===== config.mk =====
export PLATFORM = sky130hd
export DESIGN_NAME = nshift_rx
export DESIGN_NICKNAME = d
export VERILOG_FILES = /design/src/rtl/nshift_rx_pkg.sv /design/src/rtl/nshift_rx_core.sv /design/src/rtl/nshift_rx.sv
export SDC_FILE = /design/constraint.sdc
export NUM_CORES = 1
export LEC_CHECK = 0
export BUFFER_PORTS_ARGS = -buffer_cell sky130_fd_sc_hd__buf_2
export CAP_MARGIN = 20
export CELL_PAD_IN_SITES_DETAIL_PLACEMENT = 0
export CELL_PAD_IN_SITES_GLOBAL_PLACEMENT = 1
export CORE_MARGIN = 1
export CORE_UTILIZATION = 42
export DETAILED_ROUTE_END_ITERATION = 8
export PLACE_DENSITY = 0.91
export SYNTH_ARGS = -nofsm -noshare
export SYNTH_HDL_FRONTEND = slang
export SYNTH_SLANG_ARGS = --single-unit

===== constraint.sdc =====
create_clock -name clock -period 3.4 [get_ports clock]
set_clock_uncertainty 0.15 [all_clocks]
set_input_delay 0.17 -clock clock [delete_from_list [all_inputs] [get_ports clock]]
set_output_delay 0.17 -clock clock [all_outputs]
set_load 0.02 [all_outputs]

===== src/rtl/nshift_rx_pkg.sv =====
// nshift_rx shared definitions
// state encoding and frame direction constants
package nshift_rx_pkg;

    typedef enum logic [1:0] {
        IDLE = 2'd0,
        RECV = 2'd1,
        HOLD = 2'd2
    } state_t;

    localparam logic DIR_LEFT  = 1'b0;
    localparam logic DIR_RIGHT = 1'b1;

endpackage


===== src/rtl/nshift_rx_core.sv =====
// nshift_rx_core: bidirectional shift register and bit counter
// nxt is the value the register takes on an accepted bit
module nshift_rx_core
    import nshift_rx_pkg::*;
#(
    parameter int n  = 4,
    parameter int CW = $clog2(n)
) (
    input  logic         clock,
    input  logic         reset,
    input  logic         clear,
    input  logic         en,
    input  logic         dir,
    input  logic         din,
    output logic [n-1:0] nxt,
    output logic         last
);

    logic [n-1:0]  sr;
    logic [CW-1:0] count;

    // shifted value for the incoming bit
    always_comb begin
        nxt = {sr[n-2:0], din};
        if (dir == DIR_RIGHT)
            nxt = {din, sr[n-1:1]};
    end

    assign last = (count == CW'(n - 1));

    // shift register and counter; counter returns to 0 after the n-th bit
    always_ff @(posedge clock or posedge reset) begin
        if (reset) begin
            sr    <= '0;
            count <= '0;
        end else if (clear) begin
            count <= '0;
        end else if (en) begin
            sr    <= nxt;
            count <= last ? '0 : count + 1'b1;
        end
    end

endmodule


===== src/rtl/nshift_rx.sv =====
// nshift_rx: serial-in parallel-out receiver
// frame FSM with valid/ack handshake and error pulses
module nshift_rx
    import nshift_rx_pkg::*;
#(
    parameter int n  = 4,
    parameter int CW = $clog2(n)
) (
    input  logic         clock,
    input  logic         reset,
    input  logic         start,
    input  logic         dir,
    input  logic         en,
    input  logic         din,
    input  logic         ack,
    output logic [n-1:0] Q,
    output logic         valid,
    output logic         busy,
    output logic         framing_err,
    output logic         overrun
);

    state_t       state;
    state_t       state_nxt;
    logic         dir_q;
    logic         clr;
    logic         shf;
    logic         load;
    logic         fe_nxt;
    logic         ov_nxt;
    logic         last;
    logic [n-1:0] word;

    nshift_rx_core #(.n(n), .CW(CW)) u_core (
        .clock (clock),
        .reset (reset),
        .clear (clr),
        .en    (shf),
        .dir   (dir_q),
        .din   (din),
        .nxt   (word),
        .last  (last)
    );

    // next state; restart beats a bit strobe in the same cycle
    always_comb begin
        state_nxt = state;
        clr       = 1'b0;
        shf       = 1'b0;
        load      = 1'b0;
        fe_nxt    = 1'b0;
        ov_nxt    = 1'b0;
        unique case (1'b1)
            (state == IDLE): begin
                if (start) begin
                    state_nxt = RECV;
                    clr       = 1'b1;
                end
            end
            (state == RECV): begin
                if (start) begin
                    clr    = 1'b1;
                    fe_nxt = 1'b1;
                end else if (en) begin
                    shf = 1'b1;
                    if (last) begin
                        load      = 1'b1;
                        state_nxt = HOLD;
                    end
                end
            end
            (state == HOLD): begin
                if (ack) begin
                    state_nxt = start ? RECV : IDLE;
                    clr       = start;
                end else if (en) begin
                    ov_nxt = 1'b1;
                end
            end
            default: state_nxt = IDLE;
        endcase
    end

    // state, latched direction, output word and error pulses
    always_ff @(posedge clock or posedge reset) begin
        if (reset) begin
            state       <= IDLE;
            dir_q       <= DIR_LEFT;
            Q           <= '0;
            framing_err <= 1'b0;
            overrun     <= 1'b0;
        end else begin
            state       <= state_nxt;
            framing_err <= fe_nxt;
            overrun     <= ov_nxt;
            if (clr)
                dir_q <= dir;
            if (load)
                Q <= word;
        end
    end

    assign busy  = (state == RECV);
    assign valid = (state == HOLD);

endmodule


== Word level (Yosys, flattened, before mapping) ==
Index checks and enable logic that the tools add are counted.

* Register bits: 15
* Input port bits: 7
* Logic and storage cells: 46

* Add/subtract/negate cells: 1
* Equality and inequality tests: 8
* Muxes and demuxes: 24
* Bitwise logic cells: 1
* Reductions and logical operators: 5

{| class="wikitable"
|+ Operators by type and width
! operator !! count
|-
| $mux 2 || 8
|-
| $mux 1 || 13
|-
| $ne 2x2->1 const B || 4
|-
| $pmux 2 s3 || 1
|-
| $reduce_and 5->1 || 1
|-
| $eq 2x2->1 const B || 2
|-
| $mux 4 || 1
|-
| $add 2x1->2 const B || 1
|-
| $eq 2x1->1 const B || 1
|-
| $logic_not 2->1 || 1
|-
| $ne 2x1->1 const B || 1
|-
| $pmux 1 s2 || 1
|-
| $reduce_and 2->1 || 1
|-
| $reduce_bool 2->1 || 1
|-
| $reduce_or 2->1 || 1
|-
| $not 1->1 || 1
|}

== Logic depth before layout (Yosys ltp) ==
Gate-level depths: netlist (run 1).

* Depth after elaboration: 5
* Gate-level depth with buffers: 5
* Depth with buffers taken out: 4

== Modules after synthesis ==
Synthesis (run 1) repeated with hierarchy kept, for this count alone.

* Cells, all modules: 51
* Area, all modules: 691.9 um2

{| class="wikitable"
|+ Modules (own cells, without submodules)
! module !! times used !! cells an instance !! area each (um2) !! seq. area each (um2)
|-
| nshift_rx || 1 || 29 || 394.1 || 225.2
|-
| nshift_rx_core || 1 || 22 || 297.8 || 150.1
|}

== Worst setup path before layout (run 1) ==
Ideal clock, no wire load.

* Kind: register to register
* Start point: register state[0]
* End point: register dir_q
* Setup time: 0.125 ns
* Arrival: 1.091 ns
* Required time: 3.125 ns
* Setup slack: 2.034 ns
* Stages on the path, launching flop included: 4
* Buffers on the path: 0
* Cells stage by stage: dfrtp_1 -> nand2b_1 -> a21oi_1 -> mux2_2

* Word-level cells in the longest chain between the ends: 3
* Elaborated cells on any way between the ends: 5

{| class="wikitable"
|+ Ends and longest elaborated chain
! item !! line !! source
|-
| from (decl) || nshift_rx.sv:23 || <nowiki>state_t state;</nowiki>
|-
| from (signal assigned) || nshift_rx.sv:93 || <nowiki>state <= state_nxt;</nowiki>
|-
| $eq 2x1->1 or $logic_not 2->1 (tied branches) || nshift_rx.sv:60, nshift_rx.sv:54 ||
|-
| $reduce_or 2->1 (no line) || n/a ||
|-
| $pmux 1 s2 * || nshift_rx.sv:53 || <nowiki>unique case (1'b1)</nowiki>
|-
| to (signal assigned) || nshift_rx.sv:97 || <nowiki>dir_q <= dir;</nowiki>
|-
| to (decl) || nshift_rx.sv:25 || <nowiki>logic dir_q;</nowiki>
|}

Every way passes the cells marked *; elsewhere a longest branch is shown, timed or not.
A chain may end at the register's enable or synchronous reset.

== Worst setup path after layout (run 1) ==
* Start point: register state[1]
* End point: register Q[1]

* Word-level cells in the longest chain between the ends: 2

{| class="wikitable"
|+ Ends and longest elaborated chain
! item !! line !! source
|-
| $eq 2x1->1 || nshift_rx.sv:60 || <nowiki>(state == RECV): begin</nowiki>
|-
| $mux 1 || nshift_rx.sv:53 ||
|-
| to (signal assigned) || nshift_rx.sv:99 || <nowiki>Q <= word;</nowiki>
|-
| to (decl) || nshift_rx.sv:16 || <nowiki>output logic [n-1:0] Q,</nowiki>
|}

No other way between the ends.

==> impl_metrics.csv, run 1 <==
group,metric,value,unit
run_status,outcome,"finished, final reports clean",
synth,ys_ff_latch,15,
synth,ys_seq_area_share,55.5,%
clock_tree,cts_setup_buffers,0,
critical_path,arrival,1.61,ns
critical_path,endpoint_kind,"flip-flop",
global_route,grt_max_degree,16,
global_route,grt_pass1_vias,398,
sta,fin_ws,1.79,ns
pwr,p_leak,0.395,nW
drt,drtAntennaViolNets,0,
synth,synthTopCellsByArea,"dfrtp_1 (55%), a21oi_1 (10%), mux2i_1 (8.9%), nor2_1 (3.9%), buf_12 (3.0%)",
pwr,vdd_drop_max,186,uV
placed_design,dpl.hpwl,840,um
drt,drt-total-wl,1.13,mm
sta,timing.final.crit_period,1.61,ns
critical_path,required,3.41,ns
clock_tree,cts_max_path_buffers,2,
clock_tree,cts_resized,0,
critical_path,slowest_delay,0.60,ns
critical_path,crit_path_start_kind,"flip-flop",
synth,yosysWarnings,0,
flow_run,cap_violations,0,
final_layout,nFillCells,129,
drt,drt-wirelength-per-cell,12.0,um
die,rows,14,
drt,via_per_inst,5.32,
clock_tree,cts_tree,"yes",
global_route,grt_use_total,13.1,%
synth,synth_cells,60,
final_layout,drive_gt1_share,25.6,%
drt,num_vias,500,
final_layout,multi_input_area,255,sq um
die,die_h,42.1,um
critical_path,worstSetupPathType,"reg2reg",
synth,synth_top_area_cell,"dfrtp_1",
synth,syn_avg_cell_area,11.3,sq um
sta,final-setup-viol-count,0,
global_route,grt-ovfl-total,0,
die,dieArea,1780,sq um
final_layout,syn_to_final_growth,16.5,%
drt,drtIter0Drc,11,
synth,synthesis.nets,68,
die,initial_core_util,44.9,%
die,die_x,42.1,um
sta,tns,0,ns
synth,synth_top_area_share,55.5,%
final_layout,fin_nets,87,
die,ioPinCount,15,
clock_tree,cts_sinks,15,
global_route,grt_first_pass_wirelength,1.77,mm
die,core,1510,sq um
drt,drc,0,
synth,synth.distinct_cells,20,
clock_tree,path_clk_slew,0.08,ns
global_route,antenna_found_initial,0,
clock_tree,numCtsBuffers,3,
critical_path,crit_chain,"and4bb_1 -> and2_4 -> a21oi_1",
clock_tree,ctsHtreeMaxLevel,1,
clock_tree,cts_hold_buffers,3,
critical_path,crit_slowest_cell,"and4bb_1",
sta,fin_crit_sh,47.3,%
pwr,p_per_area,468,nW/um^2
drt,drt-pass1-iter-count,4,
placed_design,gp_congestion,0.737,
clock_tree,clock_latency,0.27,ns
critical_path,crit_family,"simple AND/OR/NAND/NOR gates",
placed_design,pre_cts_ws,1.81,ns
final_layout,antenna-diode-count,0,
sta,rsz0062_at_grt,"no",
critical_path,cp_max_fo,15,
sta,slew_violations,0,
clock_tree,cts_root_buf,"clkbuf_4",
final_layout,seqCellArea,375,sq um
sta,max_freq,621,MHz
sta,tightest_slew,0.543,ns
synth,netlist_area,677,sq um
worst_hold_path,hold_path.class,"in2reg",
placed_design,io_buffers,14,
sta,relSlewSlack,63.8,%
sta,hold_viol_final,0,
critical_path,critical_path_buf_inv_count,0,
[power breakdown]
group,leakage [nW],internal [mW],switching (mW)
Clock,0.0150,0.0453,0.0511
Sequential,0.184,0.198,0.0141
Combinational,0.196,0.0269,0.0336
Total,0.395,0.270,0.0988
[state kept, by name, summed over array words and instances (netlist names)]
register,cells
dir_q,1
u_core.count,2
overrun,1
Q,4
u_core.sr,4
state,2
framing_err,1
[synth_stat cells, drive strengths merged]
| cell type | number |
|---|---|
| nor3b | 1 |
| ha | 1 |
| mux2i | 6 |
| buf | 3 |
| mux2 | 1 |
| nor2 | 7 |
| a21oi | 14 |
| o21bai | 1 |
| inv | 3 |
| and4bb | 1 |
| dfrtp | 15 |
| and2b | 1 |
| nand2 | 1 |
| and2 | 2 |
| or2b | 1 |
| o22ai | 1 |
| nand2b | 1 |
[cell type report]
cell class              instances  area share [%]
clock buffers                   4            3.33
inverters                       3            1.43
multi-input cells              39            32.4
flip-flops and latches         15            47.6
well taps                      16            2.54
repair buffers                 17            12.7
[routing by layer]
| layer | part of all wire, % | up-vias | track usage (%) |
|---|---|---|---|
| li1 | - | 242 | - |
| met1 | 49 | 240 | 20.3 |
| met2 | 46 | 16 | 18.8 |
| met3 | 3.7 | 2 | 1.29 |
| met4 | 1.4 | 0 | 5.63 |
| met5 | 0 | - | 0 |
[cell families (layout without fill, tap and decap cells)]
logic type	Yosys count	after routing	share of synthesized area [%]
muxes	7	7	10.5
adders and majority gates	1	1	1.85
and+or+nand+nor	15	15	12.9
buffers and inverters	6	24	6.84
AOI/OAI and AO/OA	16	16	12.4
DFF	15	15	55.5
[path summary, 6_finish.rpt]
path,startpoint,cells past startpoint,slack (ns),to
hold / removal,start,2,0.02,framing_err$_DFF_PP0_
hold reg to reg,state[1]$_DFFE_PP0P_,1,0.38,state[0]$_DFFE_PP0P_
max in group asynchronous,reset,3,2.42,dir_q$_DFFE_PP0P_
setup reg to reg,state[1]$_DFFE_PP0P_,3,1.79,Q[1]$_DFFE_PP0P_
setup / recovery,state[1]$_DFFE_PP0P_,3,1.79,Q[1]$_DFFE_PP0P_
min in group asynchronous,reset,3,0.32,Q[0]$_DFFE_PP0P_
[metrics by stage]
stage | total power [mW] | area, sq um | cells | utilization, % | hold slack (ns)
floorplan | 0.260 | 677 | 60 | - | -0.0785
global placement | 0.274 | 732 | 87 | 48.6 | 0.0922
detailed placement | 0.274 | 732 | 87 | 48.6 | 0.0954
CTS | 0.371 | 788 | 94 | 52.3 | 0.0148
global route | 0.386 | 788 | 94 | 52.3 | 0.0199
finish | 0.369 | 788 | 94 | 52.3 | 0.0245
[cell usage in the layout, fill, tap and decap left out]
master | netlist | routed
and2_2 | 1 | 1
inv_1 | 3 | 3
clkbuf_1 | 0 | 1
dfrtp_1 | 15 | 15
nand2b_1 | 1 | 1
and4bb_1 | 1 | 1
dlygate4sd3_1 | 0 | 3
buf_2 | 0 | 14
mux2i_1 | 6 | 6
and2b_1 | 1 | 1
ha_1 | 1 | 1
nand2_1 | 1 | 1
o22ai_1 | 1 | 1
nor3b_1 | 1 | 1
a21oi_1 | 14 | 14
nor2_1 | 7 | 7
o21bai_1 | 1 | 1
and2_4 | 1 | 1
mux2_2 | 1 | 1
or2b_1 | 1 | 1
clkbuf_4 | 0 | 3
(Power assumes the default switching activity.)
==> run 2, diff against run 1 <==
Settings changed: ABC_AREA set to 1, CORE_UTILIZATION 42 to 38, PLACE_DENSITY 0.91 to 0.87.
Clock period 3.4 ns to 1.6 ns, I/O delays scaled along.
==> run 2 against run 1 <==
Effect of this change:
- clock-buffer cell count unchanged
- register-to-register slack worse by 1.7 ns
- hold slack worse by 0.0098 ns
- largest cell class unchanged
- routed wire length increased by 20%
- fmax up 6.2%
- cell count rose by 41%
==> impl_metrics.csv, run 2 <==
group,metric,value,unit
sta,slew_violations,0,
critical_path,worstSetupPathType,"reg2reg",
drt,drt-wirelength-per-cell,10.2,um
sta,relSlewSlack,62.2,%
final_layout,final_util,52.6,%
sta,max_freq,660,MHz
critical_path,crit_top_cell,"nand2_1",
pwr,p_leak,0.500,nW
critical_path,arrival,1.54,ns
clock_tree,cts_root_buf,"clkbuf_4",
synth,synthesis.nets,91,
die,die_h,45.9,um
clock_tree,path_clk_slew,0.09,ns
final_layout,drive_gt1_share,30.6,%
critical_path,crit_path_start_kind,"flip-flop",
final_layout,multi_input_area,304,sq um
synth,synth_top_area_cell,"dfrtp_1",
critical_path,endpoint_kind,"flip-flop",
drt,drtIter0Drc,12,
synth,synth_edf_count,0,
drt,num_vias,580,
critical_path,critical_path_buf_inv_count,1,
die,die_x,45.9,um
sta,fin_crit_sh,94.7,%
synth,synth_ff_type,"dfrtp_1",
clock_tree,cts_max_path_buffers,2,
synth,synthTopCellsByArea,"dfrtp_1 (51%), nand2_1 (14%), inv_1 (4.6%), nand3_1 (3.4%), nor2_2 (3.4%)",
pwr,vdd_drop_max,617,uV
synth,ys_seq_area_share,51.2,%
sta,timing.final.crit_period,1.52,ns
clock_tree,cts_tree,"yes",
critical_path,cp_max_fo,4,
sta,hold_viol_final,0,
die,initial_core_util,41.6,%
critical_path,required,1.63,ns
drt,drt-total-wl,1.36,mm
placed_design,gp_congestion,0.770,
synth,ys_ff_latch,15,
flow_run,cap_violations,0,
critical_path,ff2ff_setup_slack,0.08,ns
clock_tree,cts_sinks,15,
placed_design,dpl.hpwl,1.00,mm
sta,final-setup-viol-count,0,
global_route,grt_use_total,16.4,%
die,dieArea,2110,sq um
synth,yosysMostFrequentCell,"nand2_1",
sta,tightest_slew,0.566,ns
critical_path,crit_slowest_cell,"dlygate4sd3_1",
critical_path,crit_chain,"nand2_1 -> nand3_1 -> dlygate4sd3_1 -> nand2_1",
synth,synth.distinct_cells,18,
drt,via_per_inst,4.36,
clock_tree,ctsHtreeMaxLevel,1,
final_layout,antenna-diode-count,0,
synth,synth_commonest_cells,"nand2_1 (28), dfrtp_1 (15), inv_1 (9)",
synth,yosysWarnings,0,
placed_design,io_buffers,14,
synth,syn_avg_cell_area,8.83,sq um
global_route,grt_pass1_vias,544,
global_route,grt_max_degree,16,
sta,rsz0062_at_grt,"no",
die,ioPinCount,15,
sta,tns,0,ns
run_status,outcome,"finished, final reports clean",
synth,synth_cells,83,
critical_path,crit_family,"buffers and inverters",
drt,drt-pass1-iter-count,4,
pwr,p_per_area,1210,nW/um^2
final_layout,layout_common_cells,"nand2_1 (28), dfrtp_1 (15), buf_2 (14)",
synth,synth_async_sr_flop_share,100,%
critical_path,slowest_delay,0.54,ns
global_route,antenna_found_initial,0,
global_route,grt_first_pass_wirelength,2.35,mm
sta,hold_slack,0.0147,ns
final_layout,syn_to_final_growth,26.6,%
drt,drc,0,
clock_tree,clock_latency,0.28,ns
global_route,grt-ovfl-total,0,
synth,synth_top_area_share,51.2,%
drt,drtAntennaViolNets,0,
die,rows,15,
final_layout,nFillCells,176,
worst_hold_path,hold_path.class,"in2reg",
final_layout,largest_registers,"Q x4, u_core.sr x4",
final_layout,layout_commonest_cell,"nand2_1",
final_layout,fin_nets,117,
die,core,1760,sq um
synth,netlist_area,733,sq um
final_layout,seqCellArea,375,sq um
clock_tree,numCtsBuffers,3,
-- run 2: changes by cell type after synthesis, moves of 2 or more --
cell / previous run / this run
a21oi_1: 14 / 0
inv_1: 3 / 9
inv_2: 0 / 3
mux2i_1: 6 / 0
nand2_1: 1 / 28
nand3_1: 0 / 5
nor2_1: 7 / 1
nor2_2: 0 / 4
o21ai_0: 0 / 3
o21ai_1: 0 / 5
o21ai_2: 0 / 2
-- run 2: routing by layer --
layer | up-vias | GRT usage [%] | routed length (um)
met3 | 2 | 5.16 | 45
met1 | 257 | 20.2 | 646
met2 | 14 | 24.8 | 650
met4 | 0 | 10.0 | 14
li1 | 307 | - | -
met5 | - | 0 | 0
-- run 2: report_power, final --
group | internal (mW) | switching (mW)
Clock | 0.0967 | 0.117
Combinational | 0.148 | 0.247
Sequential | 0.465 | 0.0466
Total | 0.709 | 0.410
-- run 2: logic make-up (layout without fill, tap and decap cells) --
| kind of cell | count (synthesis) | in the layout | synth area share, % |
|---|---|---|---|
| adders and majority gates | 1 | 1 | 1.71 |
| and+or+nand+nor | 43 | 43 | 31.1 |
| AOI/OAI and AO/OA | 11 | 11 | 8.70 |
| DFF | 15 | 15 | 51.2 |
| buffers and inverters | 13 | 38 | 7.34 |
-- run 2: area by class of cell --
class	count	area share [%]
multi-input combinational	55	32.7
inverter	13	5.80
clock buffer	4	2.83
tap	25	3.37
sequential	15	40.4
timing repair buffer	21	14.8
-- run 2: what timing repair did --
| action | CTS | global route |
|---|---|---|
| resized for setup | 0 | 0 |
| endpoints found under the setup margin | 0 | 1 |
| buffers inserted | 0 | 1 |
| hold buffers | 6 | 0 |
| endpoints found under the hold margin | 20 | 0 |
-- run 2: final timing paths --
check | from | end | depth (start not counted)
worst min-delay path | din | u_core.sr[3]$_DFFE_PP0P_ | 3
min in group asynchronous | reset | Q[0]$_DFFE_PP0P_ | 3
worst min register to register | Q[1]$_DFFE_PP0P_ | Q[1]$_DFFE_PP0P_ | 2
worst max register to register | state[1]$_DFFE_PP0P_ | dir_q$_DFFE_PP0P_ | 4
worst max-delay path | state[1]$_DFFE_PP0P_ | dir_q$_DFFE_PP0P_ | 4
max in group asynchronous | reset | state[1]$_DFFE_PP0P_ | 3
-- run 2: through the flow --
| stage | area, sq um | worst slack, ns | cells | power, mW |
|---|---|---|---|---|
| floorplan | 733 | 0.420 | 83 | 0.796 |
| global placement | 835 | 0.380 | 122 | 0.884 |
| detailed placement | 835 | 0.316 | 122 | 0.890 |
| CTS | 921 | 0.0467 | 132 | 1.12 |
| global route | 928 | 0.00620 | 133 | 1.21 |
| finish | 928 | 0.0846 | 133 | 1.12 |
-- run 2: tightest hold or removal path: stages --
cell and delay [ns]:
buf_2 0.09, o21ai_0 0.12, o21ai_1 0.12
==> run 3, diff against run 2 <==
Settings changed: ABC_AREA 1 to unset, CORE_UTILIZATION 38 to 39, PLACE_DENSITY 0.87 to 0.86.
==> run 3 against run 2 <==
Effect of this change:
- hold slack better by 0.20 ns
- design area decreased by 10%
- setup slack gained 0.020 ns
- first-iteration DRC count down 8.3%
- via count is 14% lower
- sequential share of layout area grew 4.5 points
==> impl_metrics.csv, run 3 (synthesis results as in run 1) <==
group,metric,value,unit
worst_hold_path,hold_path.class,"in2async",
die,die_x,43.7,um
global_route,busiest_layer,"met1",
flow_run,cap_violations,0,
final_layout,antenna-diode-count,0,
sta,rsz0062_at_grt,"no",
critical_path,arrival,1.57,ns
pwr,vdd_drop_max,455,uV
sta,fin_crit_sh,93.5,%
sta,tns,0,ns
final_layout,syn_to_final_growth,23.3,%
pwr,p_sw,0.232,mW
final_layout,layout_common_cells,"dfrtp_1 (15), a21oi_1 (14), buf_2 (14)",
drt,num_vias,498,
die,die_h,43.7,um
final_layout,fin_nets,92,
sta,hold_slack,0.213,ns
placed_design,dpl.hpwl,838,um
sta,timing.final.crit_period,1.50,ns
run_status,outcome,"finished, final reports clean",
sta,tightest_slew,0.540,ns
sta,max_freq,669,MHz
drt,drc,0,
clock_tree,clock_latency,0.28,ns
final_layout,nFillCells,127,
drt,via_per_inst,5.03,
final_layout,instances_no_fill,99,
clock_tree,cts_setup_buffers,0,
placed_design,io_buffers,14,
clock_tree,cts_tree,"yes",
final_layout,largest_registers,"Q x4, u_core.sr x4",
sta,slew_violations,0,
clock_tree,cts_sinks,15,
clock_tree,cts_root_buf,"clkbuf_4",
critical_path,required,1.67,ns
drt,drt-wirelength-per-cell,12.2,um
critical_path,cp_max_fo,6,
global_route,grt_pass1_vias,438,
pwr,p_clk_share,27.3,%
final_layout,final_util,53.5,%
die,ioPinCount,15,
placed_design,dp_cells,89,
pwr,p_per_area,971,nW/um^2
drt,drt-total-wl,1.21,mm
sta,final-setup-viol-count,0,
die,core,1560,sq um
global_route,grt_first_pass_wirelength,1.95,mm
pwr,p_leak,0.421,nW
pwr,p_seq_share,55.3,%
sta,relSlewSlack,64.0,%
global_route,antenna_found_initial,0,
global_route,gr-usage-met1,20.7,%
pwr,swShare,28.6,%
global_route,grt_util_met3,2.50,%
die,dieArea,1910,sq um
pwr,intPower,0.578,mW
sta,hold_viol_final,0,
final_layout,layout_commonest_cell,"dfrtp_1",
global_route,grt_max_degree,16,
global_route,grt-ovfl-total,0,
pwr,combPwrFrac,17.4,%
die,rows,14,
clock_tree,path_clk_slew,0.10,ns
clock_tree,cts_max_path_buffers,2,
clock_tree,numCtsBuffers,3,
pwr,p_total,0.810,mW
critical_path,rr_worst_depth,3,
drt,drt-pass1-iter-count,4,
clock_tree,ctsHtreeMaxLevel,1,
global_route,grt_use_total,15.3,%
critical_path,worstSetupPathType,"in2reg",
drt,drtIter0Drc,11,
global_route,use_met2,20.3,%
drt,drtAntennaViolNets,0,
placed_design,gp_congestion,0.709,
final_layout,drive_gt1_share,27.7,%
critical_path,endpoint_kind,"flip-flop",
critical_path,crit_path_start_kind,"primary input",
die,initial_core_util,43.4,%
-- run 3: changes by cell type in the layout (fill, tap and decap cells not counted), moves of 4 or more --
cell	previous run	this run
a21oi_1	0	14
o21ai_1	5	0
nand2_1	28	1
nor2_2	4	0
nand3_1	5	0
mux2i_1	0	6
inv_1	9	3
nor2_1	1	7
-- run 3: power by group through the flow --
stage / clock (mW) / combinational (mW) / sequential (mW)
final: 0.221 / 0.141 / 0.448
after floorplan: 0 / 0.0898 / 0.462
after detailed placement: 0 / 0.130 / 0.457
after CTS: 0.225 / 0.142 / 0.448
after global routing: 0.240 / 0.157 / 0.454
after global placement: 0 / 0.129 / 0.457
-- run 3: stage by stage --
step / worst slack (ns) / instance area, sq um
floorplan: 0.234 / 677
CTS: 0.129 / 835
global placement: 0.128 / 747
global route: 0.0148 / 835
detailed placement: 0.144 / 747
finish: 0.105 / 835
-- run 3: area by class of cell --
cell class / count / area, sq um / area share, %
clock buffer: 3 / 22.5 / 2.70
sequential: 15 / 375 / 45.0
multi-input combinational: 39 / 255 / 30.6
timing repair buffer: 22 / 145 / 17.4
tap: 16 / 20.0 / 2.40
inverter: 3 / 11.3 / 1.35
clock inverter: 1 / 5.00 / 0.600
-- run 3: routing by layer --
metal  vias to the layer above  part of all wire, %
li1                        253                    -
met5                         -                    0
met3                         4                  3.1
met1                       230                   47
met4                         0                  3.8
met2                        11                   46
-- run 3: worst paths after layout --
path	from	to	slack, ns
min reg2reg	state[1]$_DFFE_PP0P_	state[0]$_DFFE_PP0P_	0.36
min	reset	Q[0]$_DFFE_PP0P_	0.21
max	start	Q[2]$_DFFE_PP0P_	0.10
min in group clock	state[1]$_DFFE_PP0P_	state[0]$_DFFE_PP0P_	0.36
max in group asynchronous	reset	framing_err$_DFF_PP0_	0.72
max reg2reg	state[0]$_DFFE_PP0P_	dir_q$_DFFE_PP0P_	0.14
-- run 3: timing repair --
action | 4_1_cts | 5_1_grt
gates resized for setup | 0 | 0
hold buffers | 6 | 0
endpoints found under the hold margin | 21 | 0
-- run 3: critical path, stage by stage --
cell,delay [ns]
dlygate4sd3_1,0.54
buf_2,0.15
and4bb_1,0.42
buf_4,0.19
a21oi_1,0.07
a21oi_1,0.12
